==> src/rtl/fetch_pkg.sv <==
// Shared types for the instruction-fetch sequencer: FSM states, next-PC select codes, PC width.
package fetch_pkg;

    localparam int PC_W = 32;

    typedef enum logic [1:0] {
        RUN   = 2'd0,
        STALL = 2'd1,
        HALT  = 2'd2
    } fetchState_e;

    typedef enum logic [1:0] {
        SEL_SEQ  = 2'd0,
        SEL_BR   = 2'd1,
        SEL_JMP  = 2'd2,
        SEL_HOLD = 2'd3
    } pcSel_e;

    // Word-align a redirect target by clearing the byte offset.
    function automatic logic [PC_W-1:0] alignPc(input logic [PC_W-1:0] target);
        alignPc = {target[PC_W-1:2], 2'b00};
    endfunction

    function automatic logic isMisaligned(input logic [PC_W-1:0] target);
        isMisaligned = (target[1:0] != 2'b00);
    endfunction

endpackage

==> src/rtl/fetch_next_pc_sel.sv <==
// Next-PC priority mux: taken branch > jump > halt detect > stall > sequential, with target word alignment.
module fetch_next_pc_sel
    import fetch_pkg::*;
#(
    parameter logic [31:0] HALT_WORD = 32'hFFFF_FFFF
) (
    input  fetchState_e     state,
    input  logic [PC_W-1:0] pc,
    input  logic [PC_W-1:0] pcPlus4,
    input  logic [31:0]     instr,
    input  logic            stallReq,
    input  logic            takeBr,
    input  logic            jump,
    input  logic [PC_W-1:0] branchTarget,
    input  logic [PC_W-1:0] jumpTarget,
    output pcSel_e          sel,
    output logic [PC_W-1:0] nextPc,
    output logic            misalign
);

    // Pick the PC source; once halted only an older taken branch can restart fetch.
    always_comb begin
        sel      = SEL_SEQ;
        nextPc   = pcPlus4;
        misalign = 1'b0;
        if (state == HALT) begin
            if (takeBr) begin
                sel = SEL_BR;
            end else begin
                sel = SEL_HOLD;
            end
        end else if (takeBr) begin
            sel = SEL_BR;
        end else if (jump) begin
            sel = SEL_JMP;
        end else if (instr == HALT_WORD) begin
            sel = SEL_HOLD;
        end else if (stallReq) begin
            sel = SEL_HOLD;
        end else begin
            sel = SEL_SEQ;
        end

        case (sel)
            SEL_BR: begin
                nextPc   = alignPc(branchTarget);
                misalign = isMisaligned(branchTarget);
            end
            SEL_JMP: begin
                nextPc   = alignPc(jumpTarget);
                misalign = isMisaligned(jumpTarget);
            end
            SEL_HOLD: nextPc = pc;
            SEL_SEQ:  nextPc = pcPlus4;
            default:  nextPc = pcPlus4;
        endcase
    end

endmodule

==> src/rtl/fetch_ctrl.sv <==
// Instruction-fetch sequencer: PC register, RUN/STALL/HALT FSM, flush strobes and sticky error flags.
// Optional performance counters are built when FETCH_PERF_CNT_EN is defined.
module fetch_ctrl
    import fetch_pkg::*;
#(
    parameter logic [PC_W-1:0] RESET_PC  = 32'h0000_0000,
    parameter logic [31:0]     HALT_WORD = 32'hFFFF_FFFF,
    parameter int              MAX_STALL = 16
) (
    input  logic            clk,
    input  logic            reset,
    input  logic [31:0]     instr,
    input  logic            stall_req,
    input  logic            branch,
    input  logic            zero_alu,
    input  logic [PC_W-1:0] branch_target,
    input  logic            jump,
    input  logic [PC_W-1:0] jump_target,
    output logic [PC_W-1:0] pc,
    output logic [PC_W-1:0] pc_plus4,
    output logic            ifid_write,
    output logic            ifid_flush,
    output logic            idex_flush,
    output logic            halted,
    output logic            stall_timeout,
    output logic            misalign_err
`ifdef FETCH_PERF_CNT_EN
    ,
    output logic [31:0]     fetch_cnt,
    output logic [31:0]     redirect_cnt,
    output logic [31:0]     stall_cnt
`endif
);

    localparam logic [7:0] MAX_STALL_C = 8'(MAX_STALL);

    fetchState_e     state_r, nextState_s;
    pcSel_e          sel_s;
    logic [PC_W-1:0] pc_r, pcPlus4_s, nextPc_s;
    logic            redirMisalign_s, takeBr_s, haltDet_s, ifidWrite_s, stallHold_s;
    logic [7:0]      stallCnt_r, nextStallCnt_s;
    logic            halted_r, stallTimeout_r, misalignErr_r;

    assign takeBr_s  = branch & zero_alu;
    assign haltDet_s = (instr == HALT_WORD);
    assign pcPlus4_s = pc_r + 32'd4;

    fetch_next_pc_sel #(.HALT_WORD(HALT_WORD)) u_sel (
        .state        (state_r),
        .pc           (pc_r),
        .pcPlus4      (pcPlus4_s),
        .instr        (instr),
        .stallReq     (stall_req),
        .takeBr       (takeBr_s),
        .jump         (jump),
        .branchTarget (branch_target),
        .jumpTarget   (jump_target),
        .sel          (sel_s),
        .nextPc       (nextPc_s),
        .misalign     (redirMisalign_s)
    );

    // Next FSM state and IF/ID load enable from the selected PC source.
    always_comb begin
        nextState_s = state_r;
        ifidWrite_s = 1'b1;
        stallHold_s = 1'b0;
        case (state_r)
            HALT: begin
                if (sel_s == SEL_BR) begin
                    nextState_s = RUN;
                end else begin
                    nextState_s = HALT;
                    ifidWrite_s = 1'b0;
                end
            end
            RUN, STALL: begin
                case (sel_s)
                    SEL_BR, SEL_JMP: nextState_s = RUN;
                    SEL_HOLD: begin
                        if (haltDet_s) begin
                            nextState_s = HALT;
                        end else begin
                            nextState_s = STALL;
                            ifidWrite_s = 1'b0;
                            stallHold_s = 1'b1;
                        end
                    end
                    SEL_SEQ: nextState_s = RUN;
                    default: nextState_s = RUN;
                endcase
            end
            default: nextState_s = RUN;
        endcase
    end

    // Consecutive-stall counter, saturating so the timeout cannot be missed by wrap-around.
    always_comb begin
        if (!stall_req) begin
            nextStallCnt_s = 8'd0;
        end else if ((state_r == STALL) && (stallCnt_r != 8'hFF)) begin
            nextStallCnt_s = stallCnt_r + 8'd1;
        end else begin
            nextStallCnt_s = stallCnt_r;
        end
    end

    // PC, FSM state and sticky status registers.
    always_ff @(posedge clk) begin
        if (reset) begin
            pc_r           <= RESET_PC;
            state_r        <= RUN;
            stallCnt_r     <= 8'd0;
            halted_r       <= 1'b0;
            stallTimeout_r <= 1'b0;
            misalignErr_r  <= 1'b0;
        end else begin
            pc_r       <= nextPc_s;
            state_r    <= nextState_s;
            stallCnt_r <= nextStallCnt_s;
            halted_r   <= (nextState_s == HALT);
            if (nextStallCnt_s == MAX_STALL_C) begin
                stallTimeout_r <= 1'b1;
            end
            if (redirMisalign_s) begin
                misalignErr_r <= 1'b1;
            end
        end
    end

`ifdef FETCH_PERF_CNT_EN
    logic [31:0] fetchCnt_r, redirectCnt_r, stallCnt32_r;

    // Free-running wrap-around event counters.
    always_ff @(posedge clk) begin
        if (reset) begin
            fetchCnt_r    <= 32'd0;
            redirectCnt_r <= 32'd0;
            stallCnt32_r  <= 32'd0;
        end else begin
            if (sel_s == SEL_SEQ) begin
                fetchCnt_r <= fetchCnt_r + 32'd1;
            end
            if ((sel_s == SEL_BR) || (sel_s == SEL_JMP)) begin
                redirectCnt_r <= redirectCnt_r + 32'd1;
            end
            if (stallHold_s) begin
                stallCnt32_r <= stallCnt32_r + 32'd1;
            end
        end
    end

    assign fetch_cnt    = fetchCnt_r;
    assign redirect_cnt = redirectCnt_r;
    assign stall_cnt    = stallCnt32_r;
`endif

    assign pc            = pc_r;
    assign pc_plus4      = pcPlus4_s;
    assign ifid_write    = ifidWrite_s;
    assign ifid_flush    = takeBr_s | jump;
    assign idex_flush    = takeBr_s;
    assign halted        = halted_r;
    assign stall_timeout = stallTimeout_r;
    assign misalign_err  = misalignErr_r;

endmodule
==> config.mk <==
export PLATFORM = sky130hd
export DESIGN_NAME = fetch_ctrl
export DESIGN_NICKNAME = d
export VERILOG_FILES = /design/src/rtl/fetch_pkg.sv /design/src/rtl/fetch_next_pc_sel.sv /design/src/rtl/fetch_ctrl.sv
export SDC_FILE = /design/constraint.sdc
export NUM_CORES = 1
export LEC_CHECK = 0
export BUFFER_PORTS_ARGS = -buffer_cell sky130_fd_sc_hd__buf_2
export CAP_MARGIN = 10
export CORE_ASPECT_RATIO = 0.8
export CORE_UTILIZATION = 49
export CTS_CLUSTER_SIZE = 28
export DETAILED_ROUTE_END_ITERATION = 7
export PLACE_DENSITY = 0.9
export SLEW_MARGIN = 10
export SYNTH_ARGS = -nofsm -noshare
export SYNTH_HDL_FRONTEND = slang
export SYNTH_HIERARCHICAL = 1
export SYNTH_SLANG_ARGS = --single-unit
==> constraint.sdc <==
create_clock -name clk -period 4.73 [get_ports clk]
set_input_delay 0.2365 -clock clk [delete_from_list [all_inputs] [get_ports clk]]
set_output_delay 0.2365 -clock clk [all_outputs]
set_load 0.005 [all_outputs]
# --- After elaboration in Yosys (flattened, before gate mapping) ---
# Index checks and enable logic that the tools add are counted.
totals:
  regBits: 45
  in_bits: 102
  out_inout_bits: 70
  wordCells: 44
op_classes:
  addsub: 2
  eq_ne: 9
  muxes: 18
  bitwise_logic: 2
  n_reduce_logical: 7
ops:
  columns: ["op", "count"]
  rows:
  - ["$pmux 32 s3", 1]
  - ["$add 32x3->32 const B", 1]
  - ["$eq 32x32->1 const B", 1]
  - ["$mux 2", 8]
  - ["$mux 8", 2]
  - ["$add 8x1->8 const B", 1]
  - ["$eq 2x2->1 const B", 4]
  - ["$eq 8x5->1 const B", 1]
  - ["$ne 8x8->1 const B", 1]
  - ["$pmux 2 s2", 2]
  - ["$eq 2x1->1 const B", 2]
  - ["$logic_not 2->1", 2]
  - ["$pmux 1 s2", 2]
  - ["$reduce_bool 2->1", 2]
  - ["$mux 1", 3]
  - ["$reduce_or 3->1", 1]
  - ["$reduce_or 2->1", 1]
  - ["$and 1x1->1", 1]
  - ["$logic_and 1x1->1", 1]
  - ["$or 1x1->1", 1]

# --- Logic depth before layout (Yosys ltp) ---
# Gate-level depths: netlist of the first run.
depth:
  ltp_word: 10
  ltp_mapped: 10
  depth_no_buf: 9

# --- Hierarchy ---
# The synthesis of the first run kept the hierarchy.
modules_own_cells:
  columns: ["mod", "n_inst", "cells_per_inst", "area_each_um2", "seq_area_each_um2"]
  rows:
  - ["fetch_ctrl", 1, 235, 2123.3, 900.9]
  - ["fetch_next_pc_sel", 1, 134, 1001.0, 0.0]

# --- Worst setup path before layout of the first run ---
# OpenSTA, ideal clock, no wires.
synth_path:
  path_kind: "register -> register"
  start: "register pc_r[5] (netlist: pc[5])"
  end: "register pc_r[24] (netlist: pc[24])"
  t_arrival_ns: 1.935
  required_time_ns: 4.602
  path_slack_ns: 2.667
  path_stages_with_launch: 10
  path_cell_list: "dfxtp_1 > and3_1 > and4_1 > and2b_1 > nand2_1 > nor3_2 > xor2_1 > a222oi_1 > mux2i_1 > nor2b_1"
synth_via:
  elab_chain_len: 2
synth_lines:
  columns: ["element", "line_no", "rtl"]
  rows:
  - ["start, declared", "fetch_ctrl.sv:39", "logic [PC_W-1:0] pc_r, pcPlus4_s, nextPc_s;"]
  - ["start signal, assigned", "fetch_ctrl.sv:118", "pc_r <= nextPc_s;"]
  - ["$add 32x3->32", "fetch_ctrl.sv:46", "assign pcPlus4_s = pc_r + 32'd4;"]
  - ["via pc_plus4[24]", "fetch_ctrl.sv:20", "output logic [PC_W-1:0] pc_plus4,"]
  - ["$pmux 32 s3", "fetch_next_pc_sel.sv:44", "case (sel)"]
  - ["via nextPc_s[24]", "fetch_ctrl.sv:39", null]
# The timed path passes the listed nets, and every way through them passes these cells.
# A chain may end at the register's enable or synchronous reset.

# --- Worst setup path after layout of the first run ---
layout_path:
  start: "register state_r[1]"
  end: "register pc_r[18] (netlist: pc[18])"
layout_via:
  elab_chain_len: 4
layout_lines:
  columns: ["element", "line_no", "rtl"]
  rows:
  - ["start, declared", "fetch_ctrl.sv:37", "fetchState_e state_r, nextState_s;"]
  - ["start signal, assigned", "fetch_ctrl.sv:119", "state_r <= nextState_s;"]
  - ["$eq 2x2->1 (*)", "fetch_next_pc_sel.sv:26", "if (state == HALT) begin"]
  - ["$mux 2 (*)", "fetch_next_pc_sel.sv:26", null]
  - ["via sel_s[0]", "fetch_ctrl.sv:38", "pcSel_e sel_s;"]
  - ["$eq 2x2->1, or another cell as far along", "fetch_next_pc_sel.sv:44", null]
  - ["$pmux 32 s3 (*)", "fetch_next_pc_sel.sv:44", null]
  - ["via nextPc_s[18]", "fetch_ctrl.sv:39", null]
# Mark *: on every way through the listed nets, which the timed path passes. The rest lies on a longest branch.

==> reports/summary.json, run 1 <==
{
  "logic_synthesis": {
    "async_sr_flop_fraction_pct": 0,
    "synth_area_leader_cell": "sky130_fd_sc_hd__dfxtp_1",
    "syn_area_um2": 3120,
    "yosysSeqAreaShare_pct": 28.8,
    "post_synth_main_area_contributors": "sky130_fd_sc_hd__dfxtp_1, sky130_fd_sc_hd__mux2i_1, sky130_fd_sc_hd__a222oi_1",
    "yosys_register_bits": 45,
    "synth.avg_cell_area_um2": 8.47,
    "synth_largest_type_area_fraction_pct": 28.8,
    "netlist_instances": 369,
    "synth_nets": 478,
    "ys_dominant_reg_cell": "sky130_fd_sc_hd__dfxtp_1",
    "yosys_warnings": 6,
    "synth_edf_count": 0,
    "yosys.cell_types.count": 47
  },
  "detailed_routing": {
    "wl_per_cell_um": 15.9,
    "drt_iter0_markers": 343,
    "route.antenna.remaining_nets": 0,
    "dr_total_vias": 3509,
    "sum_of_routed_wire_length_over_all_layers_mm": 9.74,
    "drt_drc_violations_left": 0,
    "detail_route.vias_per_cell": 5.74,
    "first_pass_drt_iterations": 8
  },
  "min_path": {
    "holdCritPathClass": "primary input to flop",
    "worstHoldEndpoint": "stallCnt_r[7]",
    "min_path_cells": 3,
    "worstHoldStart": "stall_req"
  },
  "setup_path": {
    "critical_path.max_fanout": 30,
    "reg_to_reg_slack_setup_ps": 1560,
    "end_kind": "flop",
    "worst-endpoint-arrival_ps": 3400,
    "cp.required_ps": 4960,
    "reg2regPathDepth": 9,
    "critPathLaunchType": "flop",
    "reg2reg_to": "pc[18]",
    "r2r-start": "state_r[1]",
    "path_class": "flop to flop"
  },
  "clock_tree": {
    "htreeDepth": 2,
    "cts_tree": "yes",
    "cells_resized_by_post_cts_repair": 0,
    "clock_tree.root_cell": "sky130_fd_sc_hd__clkbuf_8",
    "clk_path_buf_depth": 2,
    "clock_slew_at_reported_path_ffs_ps": 80,
    "cts.sink_count": 45,
    "tritoncts.num_buffers": 5,
    "insertion_delay_of_the_later_clocked_pin_in_the_worst_skew_pair_ps": 290,
    "cts-hold-fix-buffers": 0,
    "post-cts-setup-buffers": 0
  },
  "floorplan": {
    "die_x_um": 91.3,
    "total_die_area_um2": 6700,
    "placementRows": 25,
    "placeableCoreArea_um2": 6040,
    "initial_utilization_pct": 51.8,
    "die_y_um": 73.4,
    "top_level_ports": 172
  },
  "power": {
    "max-vdd-ir-drop_uv": 134,
    "power_density_of_the_placed_cells_nw_per_um2": 231,
    "leakagePower_nw": 1.97
  },
  "finish": {
    "finish.instance_area_um2": 4100,
    "area.sequential_um2": 901,
    "multiInputGateArea_um2": 2000,
    "filler_instances": 515,
    "antenna_cells_inserted": 0,
    "fraction_of_layout_cells_with_a_size_suffix_above_1_pct": 36.6,
    "area.growth.synth_to_final_pct": 31.2,
    "design.final.nets": 639
  },
  "sta": {
    "finalCritPeriodShare_pct": 67.1,
    "hold_viol_final": 0,
    "fmax_mhz": 315,
    "fin_crit_ps": 3170,
    "fin_setup_tns_ps": 0,
    "final-setup-viol-count": 0,
    "worst_pin_slew_ps": 1320,
    "timing.max_slew.rel_slack_pct": 12.1,
    "drv_slew": 0,
    "rsz0062_at_grt": "no",
    "skew_ps": 3.03
  },
  "grt": {
    "first_global_vias": 3070,
    "antenna_found_initial": 0,
    "globalRouteOverflowTotal": 0,
    "groute.usage.overall_pct": 27.4,
    "grt_pass1_wl_mm": 14.8,
    "grt_start_max_net_pins": 40
  },
  "outcome": {
    "outcome": "finished, final reports clean"
  },
  "placed_design": {
    "dp_hpwl_mm": 7.14,
    "io_buffer_count": 171,
    "placedInstanceArea_um2": 4000,
    "gpl.final_weighted_congestion": 0.870
  },
  "job": {
    "maxCapViolations": 0
  }
}
[synth_stat cells (6+ instances only)]
cell	n
sky130_fd_sc_hd__dfxtp_1	45
sky130_fd_sc_hd__inv_1	35
sky130_fd_sc_hd__nor2b_1	35
sky130_fd_sc_hd__mux2i_1	33
sky130_fd_sc_hd__a222oi_1	30
sky130_fd_sc_hd__nand4_1	23
sky130_fd_sc_hd__nor2_1	23
sky130_fd_sc_hd__xnor2_1	22
sky130_fd_sc_hd__nand2_1	16
sky130_fd_sc_hd__nand3_1	15
sky130_fd_sc_hd__buf_2	13
sky130_fd_sc_hd__xor2_1	9
sky130_fd_sc_hd__ha_1	7
sky130_fd_sc_hd__nor4_1	6
[worst max path at each step]
stage | cells past startpoint | slack (ps) | endpoint | startpoint
6_report | 9 | 1560 | pc[18] | state_r[1]
5_1_grt | 9 | 1370 | pc[18] | state_r[1]
3_3_place_gp | 10 | 1730 | misalign_err | instr[25]
4_1_cts | 9 | 1640 | pc[18] | state_r[1]
3_5_place_dp | 10 | 1480 | pc[18] | instr[25]
2_1_floorplan | 9 | 2670 | pc[24] | pc[5]
[sequential cells by signal, summed over array words and instances (netlist names)]
register and cells:
pc 32, stallCnt_r 8, state_r 2, halted 1, misalign_err 1, stall_timeout 1
[cell families (layout without fill, tap and decap cells)]
kind of cell	Yosys count	after routing	share of synthesized area [%]
buffers and inverters	55	216	7.37
AO/OA/AOI/OAI	55	55	15.5
flip-flops	45	45	28.8
adder cells (fa/ha/maj)	7	7	2.80
AND/OR/NAND/NOR	143	143	26.3
XOR/XNOR	31	31	8.69
multiplexers	33	33	10.6
[power by group]
group / internal, mW / total (mW) / switching, mW
sequential: 0.403 / 0.435 / 0.0329
combinational: 0.139 / 0.269 / 0.130
clock: 0.116 / 0.244 / 0.128
[worst max-delay path: stages, from the launching register on]
cell,delay [ps]
sky130_fd_sc_hd__dfxtp_1,470
sky130_fd_sc_hd__nand2b_1,130
sky130_fd_sc_hd__nor2b_1,180
sky130_fd_sc_hd__nor2b_1,160
sky130_fd_sc_hd__a22oi_1,370
sky130_fd_sc_hd__ha_1,1120
sky130_fd_sc_hd__buf_4,280
sky130_fd_sc_hd__a222oi_1,70
sky130_fd_sc_hd__mux2i_1,160
sky130_fd_sc_hd__nor2b_1,150
[stage by stage]
| step | total power, mW | hold WS (ps) | std cells | setup slack, ps | utilization [%] |
|---|---|---|---|---|---|
| floorplan | 0.582 | 409 | 369 | 2670 | - |
| global placement | 0.695 | 474 | 603 | 1730 | 66.2 |
| detailed placement | 0.705 | 468 | 603 | 1480 | 66.2 |
| CTS | 0.943 | 278 | 610 | 1640 | 67.6 |
| global route | 0.993 | 288 | 611 | 1370 | 67.9 |
| finish | 0.948 | 281 | 611 | 1560 | 67.9 |
[area by class of cell]
| cell class | instances | area share (%) |
|---|---|---|
| clock buffer | 7 | 2.11 |
| inverter | 36 | 3.30 |
| multi-input combinational | 269 | 48.7 |
| sequential | 45 | 22.0 |
| tap | 81 | 2.47 |
| timing repair buffer | 173 | 21.4 |
[metal layers]
metal,vias up,part of all wire [%],track usage (%)
met5,-,0,0
met4,0,1.6,8.64
met3,20,7.6,4.66
met2,195,48,46.9
met1,1623,43,35.7
li1,1671,-,-
[layout by cell type (no fill, tap or decap), types with 5 or more instances in the layout]
cell                       count
sky130_fd_sc_hd__xor2_1        9
sky130_fd_sc_hd__mux2i_1      33
sky130_fd_sc_hd__nor2b_1      35
sky130_fd_sc_hd__buf_2       171
sky130_fd_sc_hd__nand3_1      15
sky130_fd_sc_hd__nor4_1        6
sky130_fd_sc_hd__dfxtp_1      45
sky130_fd_sc_hd__inv_1        35
sky130_fd_sc_hd__a21oi_1       5
sky130_fd_sc_hd__nand2_1      16
sky130_fd_sc_hd__clkbuf_8      6
sky130_fd_sc_hd__nor2_1       23
sky130_fd_sc_hd__a222oi_1     30
sky130_fd_sc_hd__ha_1          5
sky130_fd_sc_hd__xnor2_1      22
sky130_fd_sc_hd__o21ai_0       5
sky130_fd_sc_hd__nand4_1      23
Note: power is estimated with default switching activity, not from simulation.
==> run 2: changes to the inputs <==
--- a/config.mk
+++ b/config.mk
@@ -8,10 +8,10 @@
 export BUFFER_PORTS_ARGS = -buffer_cell sky130_fd_sc_hd__buf_2
 export CAP_MARGIN = 10
 export CORE_ASPECT_RATIO = 0.8
-export CORE_UTILIZATION = 49
+export CORE_UTILIZATION = 41
 export CTS_CLUSTER_SIZE = 28
 export DETAILED_ROUTE_END_ITERATION = 7
-export PLACE_DENSITY = 0.9
+export PLACE_DENSITY = 0.81
 export SLEW_MARGIN = 10
 export SYNTH_ARGS = -nofsm -noshare
 export SYNTH_HDL_FRONTEND = slang
==> constraint.sdc (replaced) <==
create_clock -name clk -period 2.9 [get_ports clk]
set_input_delay 0.145 -clock clk [delete_from_list [all_inputs] [get_ports clk]]
set_output_delay 0.145 -clock clk [all_outputs]
set_load 0.005 [all_outputs]
==> run 2 against run 1 <==
Register-to-register slack got worse by 1200 ps. Sequential share of layout area decreased by 0.29 points. Sequential power increased by 63%.
==> reports/summary.json, run 2 (synthesized netlist as in run 1, its figures left out) <==
{
  "outcome": {
    "outcome": {"value": "finished, final reports clean", "change": "unchanged"}
  },
  "placed_design": {
    "dp_hpwl": {"value": 7.39, "unit": "mm", "change": "was 7.14 mm"},
    "placedCellCount": {"value": 631, "change": "was 603"},
    "io_buffer_count": {"value": 171, "change": "unchanged"},
    "gpl.final_weighted_congestion": {"value": 0.853, "change": "was 0.870"}
  },
  "finish": {
    "largest_register_ffs": {"value": 32, "change": "unchanged"},
    "antenna_cells_inserted": {"value": 0, "change": "unchanged"},
    "design.final.nets": {"value": 642, "change": "was 639"},
    "post_layout_nonfiller_instances": {"value": 639, "change": "was 611"},
    "commonest_non_fill_non_tap_cell_in_the_layout": {"value": "sky130_fd_sc_hd__buf_2", "change": "unchanged"},
    "finalCoreUtilization": {"value": 56.2, "unit": "%", "change": "was 67.9%"},
    "area.growth.synth_to_final": {"value": 33.0, "unit": "%", "change": "was 31.2%"},
    "fraction_of_layout_cells_with_a_size_suffix_above_1": {"value": 37.1, "unit": "%", "change": "was 36.6%"},
    "mostFrequentLayoutCells": {"value": "sky130_fd_sc_hd__buf_2, sky130_fd_sc_hd__dfxtp_1, sky130_fd_sc_hd__inv_1, sky130_fd_sc_hd__nor2b_1, sky130_fd_sc_hd__mux2i_1", "change": "unchanged"}
  },
  "setup_path": {
    "r2r-start": {"value": "pc[4]", "change": "was state_r[1]"},
    "reg2regPathDepth": {"value": 9, "change": "unchanged"},
    "path_class": {"value": "flop to flop", "change": "unchanged"},
    "worst-endpoint-arrival": {"value": 2710, "unit": "ps", "change": "was 3400 ps"},
    "critical_path.max_fanout": {"value": 7, "change": "was 30"},
    "critPathLaunchType": {"value": "flop", "change": "unchanged"},
    "reg2reg_to": {"value": "pc[31]", "change": "was pc[18]"},
    "cp.required": {"value": 3090, "unit": "ps", "change": "was 4960 ps"},
    "end_kind": {"value": "flop", "change": "unchanged"},
    "reg_to_reg_slack_setup": {"value": 380, "unit": "ps", "change": "was 1560 ps"}
  },
  "sta": {
    "fin_worst_hold_slack": {"value": 187, "unit": "ps", "change": "was 281 ps"},
    "finalCritPeriodShare": {"value": 87.0, "unit": "%", "change": "was 67.1%"},
    "hold_viol_final": {"value": 0, "change": "unchanged"},
    "timing.max_slew.rel_slack": {"value": 67.4, "unit": "%", "change": "was 12.1%"},
    "rsz0062_at_grt": {"value": "no", "change": "unchanged"},
    "fin_crit": {"value": 2520, "unit": "ps", "change": "was 3170 ps"},
    "worst_pin_slew": {"value": 489, "unit": "ps", "change": "was 1320 ps"},
    "drv_slew": {"value": 0, "change": "unchanged"},
    "final-setup-viol-count": {"value": 0, "change": "unchanged"},
    "fmax": {"value": 396, "unit": "MHz", "change": "was 315 MHz"},
    "skew": {"value": 5.95, "unit": "ps", "change": "was 3.03 ps"},
    "fin_setup_tns": {"value": 0, "unit": "ps", "change": "unchanged"}
  },
  "detailed_routing": {
    "drt_drc_violations_left": {"value": 0, "change": "unchanged"},
    "dr_total_vias": {"value": 3556, "change": "was 3509"},
    "wl_per_cell": {"value": 15.7, "unit": "um", "change": "was 15.9 um"},
    "route.antenna.remaining_nets": {"value": 0, "change": "unchanged"},
    "detail_route.vias_per_cell": {"value": 5.56, "change": "was 5.74"},
    "first_pass_drt_iterations": {"value": 7, "change": "was 8"},
    "drt_iter0_markers": {"value": 351, "change": "was 343"},
    "sum_of_routed_wire_length_over_all_layers": {"value": 10.0, "unit": "mm", "change": "was 9.74 mm"}
  },
  "power": {
    "max-vdd-ir-drop": {"value": 241, "unit": "uV", "change": "was 134 uV"},
    "power_density_of_the_placed_cells": {"value": 372, "unit": "nW/um^2", "change": "was 231 nW/um^2"},
    "leakagePower": {"value": 1.99, "unit": "nW", "change": "was 1.97 nW"},
    "design_power": {"value": 1.55, "unit": "mW", "change": "was 0.948 mW"}
  },
  "clock_tree": {
    "cts_tree": {"value": "yes", "change": "unchanged"},
    "cts-hold-fix-buffers": {"value": 0, "change": "unchanged"},
    "clock_tree.root_cell": {"value": "sky130_fd_sc_hd__clkbuf_8", "change": "unchanged"},
    "cells_resized_by_post_cts_repair": {"value": 0, "change": "unchanged"},
    "insertion_delay_of_the_later_clocked_pin_in_the_worst_skew_pair": {"value": 300, "unit": "ps", "change": "was 290 ps"},
    "cts.sink_count": {"value": 45, "change": "unchanged"},
    "clock_slew_at_reported_path_ffs": {"value": 90, "unit": "ps", "change": "was 80 ps"},
    "htreeDepth": {"value": 2, "change": "unchanged"},
    "tritoncts.num_buffers": {"value": 5, "change": "unchanged"},
    "clk_path_buf_depth": {"value": 2, "change": "unchanged"},
    "post-cts-setup-buffers": {"value": 0, "change": "unchanged"}
  },
  "job": {
    "maxCapViolations": {"value": 0, "change": "unchanged"}
  },
  "floorplan": {
    "initial_utilization": {"value": 42.3, "unit": "%", "change": "was 51.8%"},
    "die_y": {"value": 80.1, "unit": "um", "change": "was 73.4 um"},
    "placementRows": {"value": 28, "change": "was 25"},
    "die_x": {"value": 99.6, "unit": "um", "change": "was 91.3 um"},
    "total_die_area": {"value": 7980, "unit": "um^2", "change": "was 6700 um^2"},
    "top_level_ports": {"value": 172, "change": "unchanged"},
    "placeableCoreArea": {"value": 7390, "unit": "um^2", "change": "was 6040 um^2"}
  },
  "min_path": {
    "worstHoldStart": {"value": "branch_target[6]", "change": "was stall_req"},
    "worstHoldEndpoint": {"value": "pc[6]", "change": "was stallCnt_r[7]"},
    "holdCritPathClass": {"value": "primary input to flop", "change": "unchanged"},
    "min_path_cells": {"value": 4, "change": "was 3"}
  },
  "grt": {
    "grt_start_max_net_pins": {"value": 33, "change": "was 40"},
    "grt_pass1_wl": {"value": 15.1, "unit": "mm", "change": "was 14.8 mm"},
    "groute.usage.overall": {"value": 23.7, "unit": "%", "change": "was 27.4%"},
    "antenna_found_initial": {"value": 0, "change": "unchanged"},
    "first_global_vias": {"value": 3171, "change": "was 3070"},
    "globalRouteOverflowTotal": {"value": 0, "change": "unchanged"}
  }
}
## run 2: cell types whose count changed in the layout (fill, tap and decap cells not counted)
| cell | delta |
|---|---|
| sky130_fd_sc_hd__ha_2 | -1 |
| sky130_fd_sc_hd__buf_8 | -1 |
| sky130_fd_sc_hd__ha_1 | +1 |
| sky130_fd_sc_hd__clkinvlp_4 | +1 |
| sky130_fd_sc_hd__buf_4 | +3 |
| sky130_fd_sc_hd__buf_12 | +1 |
| sky130_fd_sc_hd__clkinv_2 | +2 |
| sky130_fd_sc_hd__clkbuf_8 | -1 |
| sky130_fd_sc_hd__clkbuf_1 | -1 |
## run 2: final cells by class
type	instances	area, um^2
Clock buffer	5	68.8
Clock inverter	3	17.5
Fill cell	691	3240
Inverter	36	135
Multi-Input combinational cell	269	2000
Sequential cell	45	901
Tap cell	105	131
Timing Repair Buffer	176	906
## run 2: worst max path at each step
stage	startpoint	slack, ps	end	depth (start not counted)
floorplan	pc[5]	840	pc[24]	9
global placement	pc[9]	520	pc[24]	9
detailed placement	state_r[1]	440	pc[7]	8
global route	state_r[1]	180	pc[7]	8
CTS	state_r[1]	390	pc[31]	8
finish	pc[4]	380	pc[31]	9
## run 2: through the flow
stage	cell area, um^2	worst slack, ps
after detailed placement	4070	442
after global placement	4070	519
after global routing	4160	177
after floorplan	3120	837
final	4160	377
after CTS	4160	393
## run 2: where the power goes
| part | total [mW] | internal, mW | switching, mW |
|---|---|---|---|
| combinational | 0.443 | 0.226 | 0.217 |
| clock | 0.393 | 0.167 | 0.226 |
| sequential | 0.710 | 0.657 | 0.0538 |
| total | 1.55 | 1.05 | 0.496 |
## run 2: critical path, cell delays in order (launching register included)
cell	delay (ps)
sky130_fd_sc_hd__dfxtp_1	450
sky130_fd_sc_hd__and3_1	300
sky130_fd_sc_hd__nand3_1	220
sky130_fd_sc_hd__nor2_2	430
sky130_fd_sc_hd__nand2_1	160
sky130_fd_sc_hd__nor2_1	170
sky130_fd_sc_hd__xor2_1	90
sky130_fd_sc_hd__a222oi_1	330
sky130_fd_sc_hd__mux2i_1	110
sky130_fd_sc_hd__nor2b_1	150
## run 2: per-layer routing
metal / wire (um) / vias up / global-route usage (%) / part of all wire [%]
met1: 4300 / 1669 / 30.6 / 43
met3: 700 / 14 / 3.66 / 7.0
met5: 0 / - / 0 / 0
met4: 159 / 0 / 7.21 / 1.6
li1: - / 1679 / - / -
met2: 4850 / 194 / 40.7 / 48
==> run 3: changes to the inputs <==
--- a/config.mk
+++ b/config.mk
@@ -8,10 +8,10 @@
 export BUFFER_PORTS_ARGS = -buffer_cell sky130_fd_sc_hd__buf_2
 export CAP_MARGIN = 10
 export CORE_ASPECT_RATIO = 0.8
-export CORE_UTILIZATION = 41
+export CORE_UTILIZATION = 40
 export CTS_CLUSTER_SIZE = 28
 export DETAILED_ROUTE_END_ITERATION = 7
-export PLACE_DENSITY = 0.81
+export PLACE_DENSITY = 0.79
 export SLEW_MARGIN = 10
 export SYNTH_ARGS = -nofsm -noshare
 export SYNTH_HDL_FRONTEND = slang
==> run 3 against run 2 <==
Clock skew decreased by 2.5 ps. Critical path depth unchanged. Power decreased by 0.27%. Critical path type unchanged. Critical endpoint unchanged. Largest power group unchanged. Highest routed layer unchanged.
==> reports/summary.json, run 3 (synthesized netlist as in run 1, its figures left out) <==
{
  "outcome": {
    "outcome": {"value": "finished, final reports clean", "change": "unchanged"}
  },
  "placed_design": {
    "io_buffer_count": {"value": 171, "change": "unchanged"},
    "dp_hpwl": {"value": 6.98, "unit": "mm", "change": "was 7.39 mm"},
    "gpl.final_weighted_congestion": {"value": 0.858, "change": "was 0.853"}
  },
  "setup_path": {
    "reg_to_reg_slack_setup": {"value": 400, "unit": "ps", "change": "was 380 ps"},
    "path_class": {"value": "flop to flop", "change": "unchanged"},
    "end_kind": {"value": "flop", "change": "unchanged"},
    "worst-endpoint-arrival": {"value": 2670, "unit": "ps", "change": "was 2710 ps"},
    "reg2regPathDepth": {"value": 9, "change": "unchanged"},
    "critical_path.endpoint": {"value": "pc[31]", "change": "unchanged"},
    "critPathLaunchType": {"value": "flop", "change": "unchanged"},
    "crit_start": {"value": "pc[4]", "change": "unchanged"},
    "critical_path.max_fanout": {"value": 7, "change": "unchanged"},
    "reg2reg_to": {"value": "pc[31]", "change": "unchanged"},
    "r2r-start": {"value": "pc[4]", "change": "unchanged"},
    "cp.required": {"value": 3080, "unit": "ps", "change": "was 3090 ps"}
  },
  "grt": {
    "antenna_found_initial": {"value": 0, "change": "unchanged"},
    "grt_start_max_net_pins": {"value": 33, "change": "unchanged"},
    "groute.usage.overall": {"value": 22.1, "unit": "%", "change": "was 23.7%"},
    "globalRouteOverflowTotal": {"value": 0, "change": "unchanged"},
    "first_global_vias": {"value": 3142, "change": "was 3171"},
    "grt_pass1_wl": {"value": 14.4, "unit": "mm", "change": "was 15.1 mm"}
  },
  "power": {
    "power_density_of_the_placed_cells": {"value": 371, "unit": "nW/um^2", "change": "was 372 nW/um^2"},
    "max-vdd-ir-drop": {"value": 181, "unit": "uV", "change": "was 241 uV"},
    "leakagePower": {"value": 1.99, "unit": "nW", "change": "about the same"},
    "design_power": {"value": 1.54, "unit": "mW", "change": "was 1.55 mW"}
  },
  "sta": {
    "rsz0062_at_grt": {"value": "no", "change": "unchanged"},
    "final-setup-viol-count": {"value": 0, "change": "unchanged"},
    "fin_crit": {"value": 2500, "unit": "ps", "change": "was 2520 ps"},
    "fmax": {"value": 400, "unit": "MHz", "change": "was 396 MHz"},
    "hold_viol_final": {"value": 0, "change": "unchanged"},
    "timing.max_slew.rel_slack": {"value": 69.4, "unit": "%", "change": "was 67.4%"},
    "finalCritPeriodShare": {"value": 86.1, "unit": "%", "change": "was 87.0%"},
    "fin_setup_tns": {"value": 0, "unit": "ps", "change": "unchanged"},
    "worst_pin_slew": {"value": 459, "unit": "ps", "change": "was 489 ps"},
    "skew": {"value": 3.42, "unit": "ps", "change": "was 5.95 ps"},
    "drv_slew": {"value": 0, "change": "unchanged"}
  },
  "finish": {
    "mostFrequentLayoutCells": {"value": "sky130_fd_sc_hd__buf_2, sky130_fd_sc_hd__dfxtp_1, sky130_fd_sc_hd__inv_1, sky130_fd_sc_hd__nor2b_1, sky130_fd_sc_hd__mux2i_1", "change": "unchanged"},
    "fraction_of_layout_cells_with_a_size_suffix_above_1": {"value": 36.8, "unit": "%", "change": "was 37.1%"},
    "commonest_non_fill_non_tap_cell_in_the_layout": {"value": "sky130_fd_sc_hd__buf_2", "change": "unchanged"},
    "design.final.nets": {"value": 642, "change": "unchanged"},
    "area.growth.synth_to_final": {"value": 33.0, "unit": "%", "change": "unchanged"},
    "largest_register_ffs": {"value": 32, "change": "unchanged"},
    "antenna_cells_inserted": {"value": 0, "change": "unchanged"},
    "finalCoreUtilization": {"value": 55.7, "unit": "%", "change": "was 56.2%"}
  },
  "detailed_routing": {
    "route.antenna.remaining_nets": {"value": 0, "change": "unchanged"},
    "drt_iter0_markers": {"value": 316, "change": "was 351"},
    "dr_total_vias": {"value": 3472, "change": "was 3556"},
    "first_pass_drt_iterations": {"value": 6, "change": "was 7"},
    "detail_route.vias_per_cell": {"value": 5.44, "change": "was 5.56"},
    "wl_per_cell": {"value": 14.8, "unit": "um", "change": "was 15.7 um"},
    "drt_drc_violations_left": {"value": 0, "change": "unchanged"},
    "sum_of_routed_wire_length_over_all_layers": {"value": 9.45, "unit": "mm", "change": "was 10.0 mm"}
  },
  "clock_tree": {
    "cts_tree": {"value": "yes", "change": "unchanged"},
    "tritoncts.num_buffers": {"value": 5, "change": "unchanged"},
    "cts.sink_count": {"value": 45, "change": "unchanged"},
    "cells_resized_by_post_cts_repair": {"value": 0, "change": "unchanged"},
    "htreeDepth": {"value": 2, "change": "unchanged"},
    "clock_slew_at_reported_path_ffs": {"value": 80, "unit": "ps", "change": "was 90 ps"},
    "insertion_delay_of_the_later_clocked_pin_in_the_worst_skew_pair": {"value": 290, "unit": "ps", "change": "was 300 ps"},
    "clock_tree.root_cell": {"value": "sky130_fd_sc_hd__clkbuf_8", "change": "unchanged"},
    "clk_path_buf_depth": {"value": 2, "change": "unchanged"},
    "cts-hold-fix-buffers": {"value": 0, "change": "unchanged"},
    "post-cts-setup-buffers": {"value": 0, "change": "unchanged"}
  },
  "floorplan": {
    "die_y": {"value": 81.0, "unit": "um", "change": "was 80.1 um"},
    "top_level_ports": {"value": 172, "change": "unchanged"},
    "placeableCoreArea": {"value": 7460, "unit": "um^2", "change": "was 7390 um^2"},
    "placementRows": {"value": 28, "change": "unchanged"},
    "initial_utilization": {"value": 41.9, "unit": "%", "change": "was 42.3%"},
    "total_die_area": {"value": 8170, "unit": "um^2", "change": "was 7980 um^2"},
    "die_x": {"value": 101, "unit": "um", "change": "was 99.6 um"}
  },
  "min_path": {
    "worstHoldStart": {"value": "stall_req", "change": "was branch_target[6]"},
    "holdCritPathClass": {"value": "primary input to flop", "change": "unchanged"}
  },
  "job": {
    "maxCapViolations": {"value": 0, "change": "unchanged"}
  }
}
run 3: power breakdown:
part	leakage (nW)	total (mW)	internal (mW)	switching [mW]
Sequential	0.368	0.710	0.657	0.0530
Combinational	1.58	0.436	0.226	0.210
Clock	0.0443	0.396	0.190	0.207
Total	1.99	1.54	1.07	0.470
run 3: layout make-up:
cell class | instances | area [um^2]
repair buffers | 176 | 906
multi-input cells | 269 | 2000
fillers | 727 | 3310
clock buffers | 7 | 86.3
flip-flops and latches | 45 | 901
well taps | 105 | 131
inverters | 36 | 135
run 3: worst max-delay path: stages (launching register included):
cell,delay [ps]
sky130_fd_sc_hd__dfxtp_1,450
sky130_fd_sc_hd__and3_1,290
sky130_fd_sc_hd__nand3_1,220
sky130_fd_sc_hd__nor2_2,380
sky130_fd_sc_hd__nand2_1,150
sky130_fd_sc_hd__nor2_1,160
sky130_fd_sc_hd__xor2_1,110
sky130_fd_sc_hd__a222oi_1,380
sky130_fd_sc_hd__mux2i_1,120
sky130_fd_sc_hd__nor2b_1,140
run 3: worst min path at each step:
stage	to	cells after the start
floorplan	stallCnt_r[7]	2
finish	stallCnt_r[7]	3
detailed placement	misalign_err	2
global route	pc[19]	4
CTS	stallCnt_r[7]	3
global placement	misalign_err	2
run 3: per-layer routing:
metal | GRT usage (%) | up-vias | wire length [um]
met5 | 0 | - | 0
met4 | 6.67 | 0 | 114
met3 | 3.70 | 12 | 712
met2 | 36.2 | 171 | 4340
met1 | 29.9 | 1620 | 4280
li1 | - | 1669 | -
run 3: stage by stage:
step / std cells / hold slack, ps / area (um^2) / worst slack [ps]
floorplan: 369 / 317 / 3120 / 837
global placement: 631 / 450 / 4070 / 542
detailed placement: 631 / 469 / 4070 / 448
CTS: 638 / 189 / 4160 / 425
global route: 638 / 203 / 4160 / 187
finish: 638 / 192 / 4160 / 402
